[config.mk]
export PLATFORM = sky130hd
export DESIGN_NAME = spi_regfile_peripheral
export DESIGN_NICKNAME = d
export VERILOG_FILES = /design/src/rtl/spi_regfile_peripheral.sv
export SDC_FILE = /design/constraint.sdc
export NUM_CORES = 1
export LEC_CHECK = 0
export ABC_AREA = 1
export CAP_MARGIN = 10
export CORE_UTILIZATION = 45
export CTS_BUF_LIST = sky130_fd_sc_hd__clkbuf_8
export CTS_CLUSTER_SIZE = 40
export DETAILED_ROUTE_END_ITERATION = 10
export DONT_BUFFER_PORTS = 1
export PLACE_DENSITY_LB_ADDON = 0.2
export SYNTH_ARGS = -nofsm -noshare
export SYNTH_HDL_FRONTEND = slang
export SYNTH_SLANG_ARGS = --single-unit
[constraint.sdc]
create_clock -name clk -period 2.6 [get_ports clk]
set_input_delay 0.52 -clock clk [delete_from_list [all_inputs] [get_ports clk]]
set_output_delay 0.52 -clock clk [all_outputs]
set_load 0.01 [all_outputs]
[src/rtl/spi_regfile_peripheral.sv]
// SPI mode-0 peripheral with NUM_REGS write/readback registers.
// SPI pins are synchronised into clk; frames are {R/W, addr, data}, MSB first.
// A complete write frame commits one register one clk after chip-select rises;
// reads return the addressed register on cipo during the data phase.
module spi_regfile_peripheral #(
  parameter int NUM_REGS = 5,
  parameter int ADDR_W   = 7,
  parameter int DATA_W   = 8
) (
  input  logic                         clk,
  input  logic                         rst,
  input  logic                         sclk,
  input  logic                         copi,
  input  logic                         ncs,
  output logic                         cipo,
  output logic                         cipo_oe,
  output logic [NUM_REGS*DATA_W-1:0]   regs_flat,
  output logic                         wr_pulse,
  output logic [ADDR_W-1:0]            wr_addr,
  output logic                         frame_err,
  output logic                         addr_err
);

  localparam int FRAME_W = 1 + ADDR_W + DATA_W;
  localparam int CNT_W   = $clog2(FRAME_W + 2);

  localparam logic [1:0] S_IDLE   = 2'd0;
  localparam logic [1:0] S_SHIFT  = 2'd1;
  localparam logic [1:0] S_COMMIT = 2'd2;

  logic sclk_m, sclk_s, sclk_d;
  logic copi_m, copi_s;
  logic ncs_m, ncs_s, ncs_d;
  logic [1:0] vld_q;
  logic armed_q;

  logic [1:0]         state_q;
  logic [CNT_W-1:0]   bit_cnt_q;
  logic [FRAME_W-1:0] shift_q;
  logic [DATA_W-1:0]  tx_q;
  logic               read_q;
  logic [DATA_W-1:0]  regs [NUM_REGS];

  // Two-flop synchronisers plus history flops; idle values so reset never fakes an edge.
  // NOTE: sequential state uses non-blocking assignments so every flop samples pre-edge values.
  always_ff @(posedge clk) begin
    if (rst) begin
      sclk_m <= 1'b0; sclk_s <= 1'b0; sclk_d <= 1'b0;
      copi_m <= 1'b0; copi_s <= 1'b0;
      ncs_m  <= 1'b1; ncs_s  <= 1'b1; ncs_d  <= 1'b1;
      vld_q  <= 2'b00;
    end else begin
      sclk_m <= sclk; sclk_s <= sclk_m; sclk_d <= sclk_s;
      copi_m <= copi; copi_s <= copi_m;
      ncs_m  <= ncs;  ncs_s  <= ncs_m;  ncs_d  <= ncs_s;
      vld_q  <= {vld_q[0], 1'b1};
    end
  end

  logic sclk_rise, sclk_fall, ncs_rise;
  assign sclk_rise = sclk_s & ~sclk_d;
  assign sclk_fall = ~sclk_s & sclk_d;
  assign ncs_rise  = ncs_s & ~ncs_d;

  logic [FRAME_W-1:0] new_shift;
  assign new_shift = {shift_q[FRAME_W-2:0], copi_s};

  // Fields of the captured frame, valid during COMMIT.
  logic              c_rw;
  logic [ADDR_W-1:0] c_addr;
  logic [DATA_W-1:0] c_data;
  logic              commit, frame_ok, addr_ok;
  assign c_rw     = shift_q[FRAME_W-1];
  assign c_addr   = shift_q[FRAME_W-2 -: ADDR_W];
  assign c_data   = shift_q[DATA_W-1:0];
  assign commit   = (state_q == S_COMMIT);
  assign frame_ok = (bit_cnt_q == CNT_W'(FRAME_W));
  assign addr_ok  = (c_addr < ADDR_W'(NUM_REGS));

  assign wr_pulse  = commit & frame_ok & c_rw & addr_ok;
  assign addr_err  = commit & frame_ok & ~addr_ok;
  assign frame_err = commit & ~frame_ok;

  assign cipo_oe = read_q & ~ncs_s;
  assign cipo    = cipo_oe & tx_q[DATA_W-1];

  for (genvar g = 0; g < NUM_REGS; g++) begin : g_flat
    assign regs_flat[g*DATA_W +: DATA_W] = regs[g];
  end

  // Readback value for an address; out-of-range addresses read as zero.
  function automatic logic [DATA_W-1:0] reg_at(input logic [ADDR_W-1:0] a);
    reg_at = '0;
    for (int r = 0; r < NUM_REGS; r++)
      if (a == ADDR_W'(r)) reg_at = regs[r];
  endfunction

  // Frame FSM: arm on a genuine ncs high, shift on sclk, commit one clk after ncs rises.
  always_ff @(posedge clk) begin
    if (rst) begin
      state_q   <= S_IDLE;
      bit_cnt_q <= '0;
      shift_q   <= '0;
      tx_q      <= '0;
      read_q    <= 1'b0;
      armed_q   <= 1'b0;
      wr_addr   <= '0;
      // NOTE: the register file is small and must read zero after reset, so every entry is reset.
      for (int r = 0; r < NUM_REGS; r++) regs[r] <= '0;
    end else begin
      // ncs counts as seen high only once the synchroniser holds real pin values.
      if (vld_q[1] && ncs_s) armed_q <= 1'b1;
      case (state_q)
        S_IDLE: begin
          read_q <= 1'b0;
          if (armed_q && !ncs_s) begin
            state_q   <= S_SHIFT;
            bit_cnt_q <= '0;
            shift_q   <= '0;
            armed_q   <= 1'b0;
          end
        end
        S_SHIFT: begin
          if (ncs_rise) begin
            state_q <= S_COMMIT;
            read_q  <= 1'b0;
          end else begin
            if (sclk_rise) begin
              if (bit_cnt_q < CNT_W'(FRAME_W)) begin
                shift_q   <= new_shift;
                bit_cnt_q <= bit_cnt_q + 1'b1;
                if (bit_cnt_q == CNT_W'(ADDR_W)) begin
                  tx_q   <= reg_at(new_shift[ADDR_W-1:0]);
                  read_q <= ~new_shift[ADDR_W];
                end
                if (bit_cnt_q == CNT_W'(FRAME_W - 1)) read_q <= 1'b0;
              end else begin
                bit_cnt_q <= CNT_W'(FRAME_W + 1);
              end
            end
            // The MSB stays on cipo until the host has sampled the first data bit.
            if (sclk_fall && read_q && (bit_cnt_q > CNT_W'(ADDR_W + 1)))
              tx_q <= {tx_q[DATA_W-2:0], 1'b0};
          end
        end
        S_COMMIT: begin
          state_q <= S_IDLE;
          if (wr_pulse) begin
            wr_addr <= c_addr;
            for (int r = 0; r < NUM_REGS; r++)
              if (c_addr == ADDR_W'(r)) regs[r] <= c_data;
          end
        end
        default: state_q <= S_IDLE;
      endcase
    end
  end

endmodule

; ---- Word level (Yosys, flattened, before mapping)
; Memory sizes are Yosys's and may differ from the RTL's.
; Cells that the tools add are included.
[totals]
latchBits = 0
ram_bits = 40
n_memories = 1
regBits = 50
in_bits = 5
mem_bits_ro = 0
elab_cells = 148
[mem_list]
columns = memory, words, width, rd, rd_ports_with_merged_regs, write_ports, line
row1 = regs, 5, 8, 5, 0, 5, 42  ; logic [DATA_W-1:0] regs [NUM_REGS];
[op_classes]
n_shift = 0
multipliers = 0
order_cmp = 3
add_sub_neg = 1
n_mux = 64
reduce_logical = 18
eq_ne = 21
bitwise = 23
div_mod_pow = 0
[op_table]
columns = cell, count
row1 = $mux W8, 14
row2 = $mux W16, 4
row3 = $mux W1, 36
row4 = $pmux W16 S2, 1
row5 = $eq A7 B2 Y1 const B, 4
row6 = $mux W5, 4
row7 = $eq A7 B1 Y1 const B, 2
row8 = $eq A7 B3 Y1 const B, 2
row9 = $logic_not A7 Y1, 2
row10 = $and A1 B1 Y1, 10
row11 = $ne A2 B2 Y1 const B, 5
row12 = $pmux W5 S2, 1
row13 = $reduce_and A5 Y1, 2
row14 = $not A1 Y1, 8
row15 = $reduce_and A4 Y1, 2
row16 = $reduce_bool A2 Y1, 4
row17 = $lt A7 B3 Y1 const B, 1
row18 = $ne A3 B3 Y1 const B, 2
row19 = $add A5 B1 Y5 const B, 1
row20 = $eq A5 B3 Y1 const B, 1
row21 = $eq A5 B4 Y1 const B, 1
row22 = $eq A5 B5 Y1 const B, 1
row23 = $gt A5 B4 Y1 const B, 1
row24 = $lt A5 B5 Y1 const B, 1
row25 = other kinds (11), 20

; ---- Longest topological paths before layout
; Gate-level depths: netlist of run 1.
[depth]
word_depth = 10
depth_mapped = 10
ltp_nobuf = 9

; ---- Worst setup path after synthesis of run 1
; Ideal clock, no wire load.
[synth_path]
path_type = register to register
start = register bit_cnt_q[0]
end = memory regs[1][2], in the netlist regs[0][10], enable pin
required_ns = 2.213
n_path_buf = 0
stages_incl_launch_ff = 7
setup_time_ns = 0.387
arrival_ns = 1.715
path_slack_ns = 0.498
path_cell_list = dfxtp_1 -> inv_1 -> ha_1 -> nand4_1 -> nor3_2 -> nand3_4 -> o31ai_1
[synth_rtl]
columns = item, line
row1 = start: declaration, 38  ; logic [CNT_W-1:0] bit_cnt_q;
row2 = start signal: assignment, 131  ; bit_cnt_q <= bit_cnt_q + 1'b1;
row3 = start signal: assignment, 138  ; bit_cnt_q <= CNT_W'(FRAME_W + 1);
row4 = end: declaration, 42

; ---- Final worst setup path of run 1
[layout_path]
start = register bit_cnt_q[0]
end = output port addr_err
[layout_via]
elab_chain_cells = 3
[layout_rtl]
columns = item, line
row1 = $eq A5 B5 Y1, 77  ; assign frame_ok = (bit_cnt_q == CNT_W'(FRAME_W));
row2 = $and A1 B1 Y1 (2 in series), 81  ; assign addr_err = commit & frame_ok & ~addr_ok;
row3 = end: declaration, 21  ; output logic addr_err
; Every way passes these cells.

==> impl_metrics.tcl, run 1 <==
set metrics [dict create \
    drt_pass1_iterations 4 \
    die_x_um 96.2 \
    finalHoldViolCount 0 \
    clk_latency_ns 0.35 \
    wl_per_cell_um 15.6 \
    fin_crit_sh 0.841 \
    setup-violations-final 0 \
    antenna_left 0 \
    ys_seq_area_frac 0.551 \
    yosys-top-cells-area "edfxtp_1, dfxtp_1, nand3_1" \
    power_mw 2.97 \
    ioPinCount 57 \
    synth_ff_type "dfxtp_1" \
    critical-path-top-delay-family "simple AND/OR/NAND/NOR gates" \
    row_count 34 \
    cts_tree "built" \
    hp-class "primary input to flop" \
    cts-root-buf "clkbuf_8" \
    gp_congestion 0.882 \
    syn_nets 429 \
    grt.busiest_layer "met2" \
    crit_type "flop to primary output" \
    grt_pass1_wl_um 13000 \
    fillers 789 \
    powerDensity_nw_per_um2 680 \
    cp_cell_sequence "inv_1, ha_1, nand4_1, nor4_1" \
    skew_ns 0.00754 \
    use_met3 0.0387 \
    drt_iter0_markers 158 \
    cts-htree-levels 3 \
    ys_warn_count 0 \
    post-dp-hpwl_um 6010 \
    cp-start-kind "flop" \
    setup_slack_ns 0.415 \
    avgSynthCellArea_um2 9.46 \
    synth-edff-count 40 \
    synth-seq-cells 90 \
    crit_arrival_ns 1.67 \
    antenna_found_initial 0 \
    first_global_vias 2591 \
    worst_slew_pin_slew_ns 0.599 \
    cts_resized 0 \
    synth_cell_types 44 \
    use_met2 0.309 \
    rsz0062_at_grt "false" \
    finalMaxSlewViolations 0 \
    grt_max_degree 41 \
    synth.top_cell.area_share 0.301 \
    met1_usage 0.247 \
    route.vias.total 2864 \
    n_antenna_cell 0 \
    grtUsageTotal 0.191 \
    drive_gt1_frac 0.194 \
    core-area_um2 8640 \
    min_period_ns 2.19 \
    p_leak_nw 1.74 \
    cp_num_buf_inv 1 \
    numClockSinks 90 \
    final_nets 435 \
    cts_setup_buffers 0 \
    outcome "finished, final reports clean" \
    synth_area_um2 3990 \
    pre_cts_ws_ns 0.571 \
    endpoint_kind "primary output" \
    worstPathMaxFanout 3 \
    viasPerCell 5.29 \
    routed_wl_um 8440 \
    yosys-top-cells-count "nand2_1, nand3_1, dfxtp_1" \
    dieArea_um2 9260 \
    place_area_um2 4100 \
    initial_core_util 0.462 \
    hold_slack_ns 0.228 \
    drv_cap 0 \
    fin_tns_setup_ns 0 \
    yosys.area.top_type "edfxtp_1" \
    synthToLayoutAreaGrowth_pct 9.37 \
    cts.hold.buffers_added 0 \
    drc 0 \
    synth_most_common_cell "nand2_1" \
    slew_headroom 0.597 \
    clock.fmax_ghz 0.458 \
    cts-buffers-inserted 9 \
    portBuffers 0 \
    irDropWorstVdd_mv 0.364 \
    critPathMaxStageDelay_ns 0.55 \
    worstPathRequired_ns 2.08 \
    async_reset_ff_frac 0 \
    overflow 0 \
    clockBufferDepth 2 \
    clkTransAtPathRegs_ns 0.09 \
    synthCells 422 \
    finalInstanceArea_um2 4370 \
    slowest_stage "nor4_1" \
    die_h_um 96.2 \
]
worst register-to-register path, stage by stage, from the launching register on:
cell and delay [ns]:
dfxtp_1 0.33, inv_1 0.09, ha_1 0.18, nand4_1 0.16, nor3_2 0.21, nand3_4 0.16
clkinv_2 0.16, nand2_1 0.12, o21ai_1 0.14, buf_4 0.20
registers in the layout, indices dropped and copies added (netlist names):
name and cells:
ncs_s 1, vld_q 2, tx_q 8, sclk_d 1
shift_q 16, copi_s 1, armed_q 1, bit_cnt_q 5
sclk_s 1, wr_addr 7, read_q 1, sclk_m 1
copi_m 1, regs 40, state_q 2, ncs_d 1
ncs_m 1
final timing paths:
check	startpoint	endpoint	slack, ns	cells past startpoint
hold reg to reg	vld_q[0]$_DFF_P_	vld_q[1]$_SDFF_PP0_	0.41	2
setup reg to reg	bit_cnt_q[0]$_SDFFE_PP0P_	regs[0][18]$_DFFE_PP_	0.56	9
setup / recovery	bit_cnt_q[0]$_SDFFE_PP0P_	addr_err	0.41	4
hold / removal	rst	vld_q[1]$_SDFF_PP0_	0.23	1
layout make-up:
| class | count | area (µm²) | area share |
|---|---|---|---|
| Sequential cell | 90 | 2200 | 0.504 |
| Multi-Input combinational cell | 268 | 1510 | 0.345 |
| Inverter | 52 | 199 | 0.0455 |
| Clock inverter | 7 | 149 | 0.0341 |
| Tap cell | 108 | 135 | 0.0309 |
| Clock buffer | 9 | 124 | 0.0284 |
| Timing Repair Buffer | 7 | 52.6 | 0.0120 |
placed cells by master (no fill, tap or decap), types with 2 or more instances in the layout:
cell type	synthesis	final
nand2_1	67	67
nand3_1	56	56
dfxtp_1	50	50
nor2_1	43	43
inv_1	40	40
edfxtp_1	40	40
a21oi_1	23	23
a211oi_2	11	11
a21oi_2	10	10
inv_2	10	10
nor2_2	9	9
clkbuf_8	0	9
buf_4	0	7
o21ai_1	6	6
and3_1	5	5
nor3_1	4	4
nand2_2	4	4
bufinv_16	0	4
nand4_1	3	3
o21ai_0	3	3
nor3_2	2	2
or2_2	2	2
nand2_4	2	2
nor3b_1	2	2
ha_1	2	2
where the power goes:
part	total (mW)	leakage, nW	switching (mW)	internal (mW)
registers	1.55	0.810	0.0410	1.51
logic	0.167	0.798	0.116	0.0508
clock network	1.25	0.136	0.503	0.747
routing by layer:
metal	routed length (µm)	up-vias
met3	585	12
met4	133	0
met2	3950	89
li1	-	1426
met1	3770	1337
met5	0	-
cell families (layout without fill, tap and decap cells):
| kind of cell | count (synthesis) | in the layout | synth area share |
|---|---|---|---|
| AO/OA/AOI/OAI | 58 | 58 | 0.112 |
| adder cells (fa/ha/maj) | 2 | 2 | 0.00626 |
| buffers and inverters | 64 | 75 | 0.0714 |
| flip-flops | 90 | 90 | 0.551 |
| AND/OR/NAND/NOR | 208 | 208 | 0.259 |
through the flow:
| stage | utilization | std cells |
|---|---|---|
| 2_1_floorplan | - | 422 |
| 3_3_place_gp | 0.474 | 525 |
| 3_5_place_dp | 0.474 | 525 |
| 4_1_cts | 0.506 | 541 |
| 5_1_grt | 0.506 | 541 |
| 6_report | 0.506 | 541 |
(Power assumes the default switching activity.)
==> run 2: changes to the inputs <==
==> constraint.sdc (replaced) <==
create_clock -name clk -period 2 [get_ports clk]
set_input_delay 0.4 -clock clk [delete_from_list [all_inputs] [get_ports clk]]
set_output_delay 0.4 -clock clk [all_outputs]
set_load 0.01 [all_outputs]
==> run 2 against run 1 <==
Against the previous run: the run now ends with negative setup slack left; design area increased by 3.8%; cell count grew 2.8%; clock-buffer cell count unchanged; highest routed layer unchanged.
==> impl_metrics.tcl, run 2 (synthesized netlist as in run 1, its figures left out) <==
set metrics [dict create \
    final_cell_mix "nand2_1, nand3_1, dfxtp_1" \
    cp-start-kind "flop" \
    min_period_ns 2.02 \
    gp_congestion 0.868 \
    core-area_um2 8640 \
    outcome "complete, but fails checks" \
    fillers 781 \
    row_count 34 \
    die_x_um 96.2 \
    cts-buffers-inserted 9 \
    clk_latency_ns 0.36 \
    cts-root-buf "clkbuf_8" \
    cts.hold.buffers_added 0 \
    first_global_vias 2671 \
    regArea_um2 2200 \
    wl_per_cell_um 16.1 \
    r2r_cells 10 \
    skew_ns 0.0118 \
    hold_start "rst" \
    finalMaxSlewViolations 0 \
    fin_crit_sh 1.01 \
    post-dp-hpwl_um 6300 \
    hp-class "primary input to flop" \
    finalHoldViolCount 0 \
    violations "negative setup slack" \
    multi_input_area_um2 1580 \
    ioPinCount 57 \
    n_antenna_cell 0 \
    initial_core_util 0.462 \
    top_register "regs" \
    grtUsageTotal 0.200 \
    drt_pass1_iterations 4 \
    antenna_found_initial 0 \
    final_core_util 0.525 \
    die_h_um 96.2 \
    overflow 0 \
    powerDensity_nw_per_um2 798 \
    rsz0062_at_grt "true" \
    r2r_end "regs[0][26]$_DFFE_PP_" \
    dieArea_um2 9260 \
    crit_arrival_ns 1.62 \
    crit_type "flop to primary output" \
    drc 0 \
    whs_path_depth 1 \
    irDropWorstVdd_mv 0.379 \
    synthToLayoutAreaGrowth_pct 13.5 \
    portBuffers 0 \
    numClockSinks 90 \
    drt_iter0_markers 91 \
    p_leak_nw 1.83 \
    setup-violations-final 1 \
    grt_max_degree 41 \
    final_nets 450 \
    clkTransAtPathRegs_ns 0.08 \
    power_mw 3.62 \
    worstPathMaxFanout 3 \
    drv_cap 0 \
    largest_reg_flops 40 \
    r2r_slack_ns 0.08 \
    endpoint_kind "primary output" \
    r2r_start "bit_cnt_q[1]$_SDFFE_PP0P_" \
    slew_headroom 0.613 \
    antenna_left 0 \
    holdPathEnd "shift_q[15]$_SDFFE_PP0P_" \
    routed_wl_um 8950 \
    top_regs "regs (40), shift_q (16), tx_q (8)" \
    hold_slack_ns 0.105 \
    grt_pass1_wl_um 13600 \
    worst_slew_pin_slew_ns 0.577 \
    route.vias.total 2969 \
    drive_gt1_frac 0.248 \
    setup_slack_ns -0.0245 \
    clock.fmax_ghz 0.494 \
    worstPathRequired_ns 1.60 \
    cts_tree "built" \
    layout_commonest_cell "nand2_1" \
    viasPerCell 5.34 \
    cts-htree-levels 3 \
    clockBufferDepth 2 \
]
-- run 2: cell count changes in the layout (fill, tap and decap cells not counted), moves of 3 or more --
cell and change:
buf_4 +7, buf_6 +8, o21ai_1 -3, clkinv_4 +3
-- run 2: where the power goes --
group | leakage [nW] | internal (mW) | total, mW | switching, mW
Sequential | 0.811 | 1.97 | 2.02 | 0.0549
Clock | 0.111 | 0.703 | 1.35 | 0.644
Combinational | 0.910 | 0.0852 | 0.249 | 0.164
-- run 2: worst max-delay path by stage --
stage / slack (ns) / start / to
after floorplan: -0.02 / bit_cnt_q[0]$_SDFFE_PP0P_ / regs[0][16]$_DFFE_PP_
after global placement: 0.16 / bit_cnt_q[0]$_SDFFE_PP0P_ / regs[0][5]$_DFFE_PP_
after detailed placement: 0.10 / bit_cnt_q[0]$_SDFFE_PP0P_ / regs[0][4]$_DFFE_PP_
after CTS: -0.02 / bit_cnt_q[0]$_SDFFE_PP0P_ / wr_pulse
after global routing: -0.11 / bit_cnt_q[1]$_SDFFE_PP0P_ / addr_err
final: -0.02 / bit_cnt_q[1]$_SDFFE_PP0P_ / addr_err
-- run 2: cell type report --
class                      count  area share
tap                          108      0.0298
clock inverter                 7      0.0210
timing repair buffer          22      0.0430
sequential                    90       0.486
inverter                      52      0.0447
multi-input combinational    268       0.348
clock buffer                   9      0.0273
-- run 2: per-layer routing --
metal | GRT usage | vias up | share of wire
met1 | 0.264 | 1400 | 0.44
met2 | 0.316 | 99 | 0.47
li1 | - | 1461 | -
met3 | 0.0537 | 9 | 0.079
met5 | 0 | - | 0
met4 | 0.0672 | 0 | 0.012
-- run 2: per-stage QoR --
| stage | setup WS (ns) | instances | cell area (µm²) | TNS (ns) |
|---|---|---|---|---|
| after global placement | 0.157 | 535 | 4180 | 0 |
| after detailed placement | 0.103 | 535 | 4180 | 0 |
| after floorplan | -0.0165 | 422 | 4000 | -0.263 |
| after global routing | -0.107 | 556 | 4530 | -0.336 |
| after CTS | -0.0196 | 556 | 4460 | -0.0196 |
| final | -0.0245 | 556 | 4530 | -0.0245 |
-- run 2: repair_timing --
| action | 4_1_cts | 5_1_grt |
|---|---|---|
| setup endpoints to repair | 2 | 54 |
| pin swaps | 3 | 4 |
| resized for setup | 10 | 16 |
| setup buffers | 5 | 0 |
-- run 2: critical path: stages, from the launching register on --
cell,delay [ns]
dfxtp_2,0.34
inv_2,0.07
ha_4,0.12
nand4_1,0.17
nor4_2,0.38
buf_4,0.19
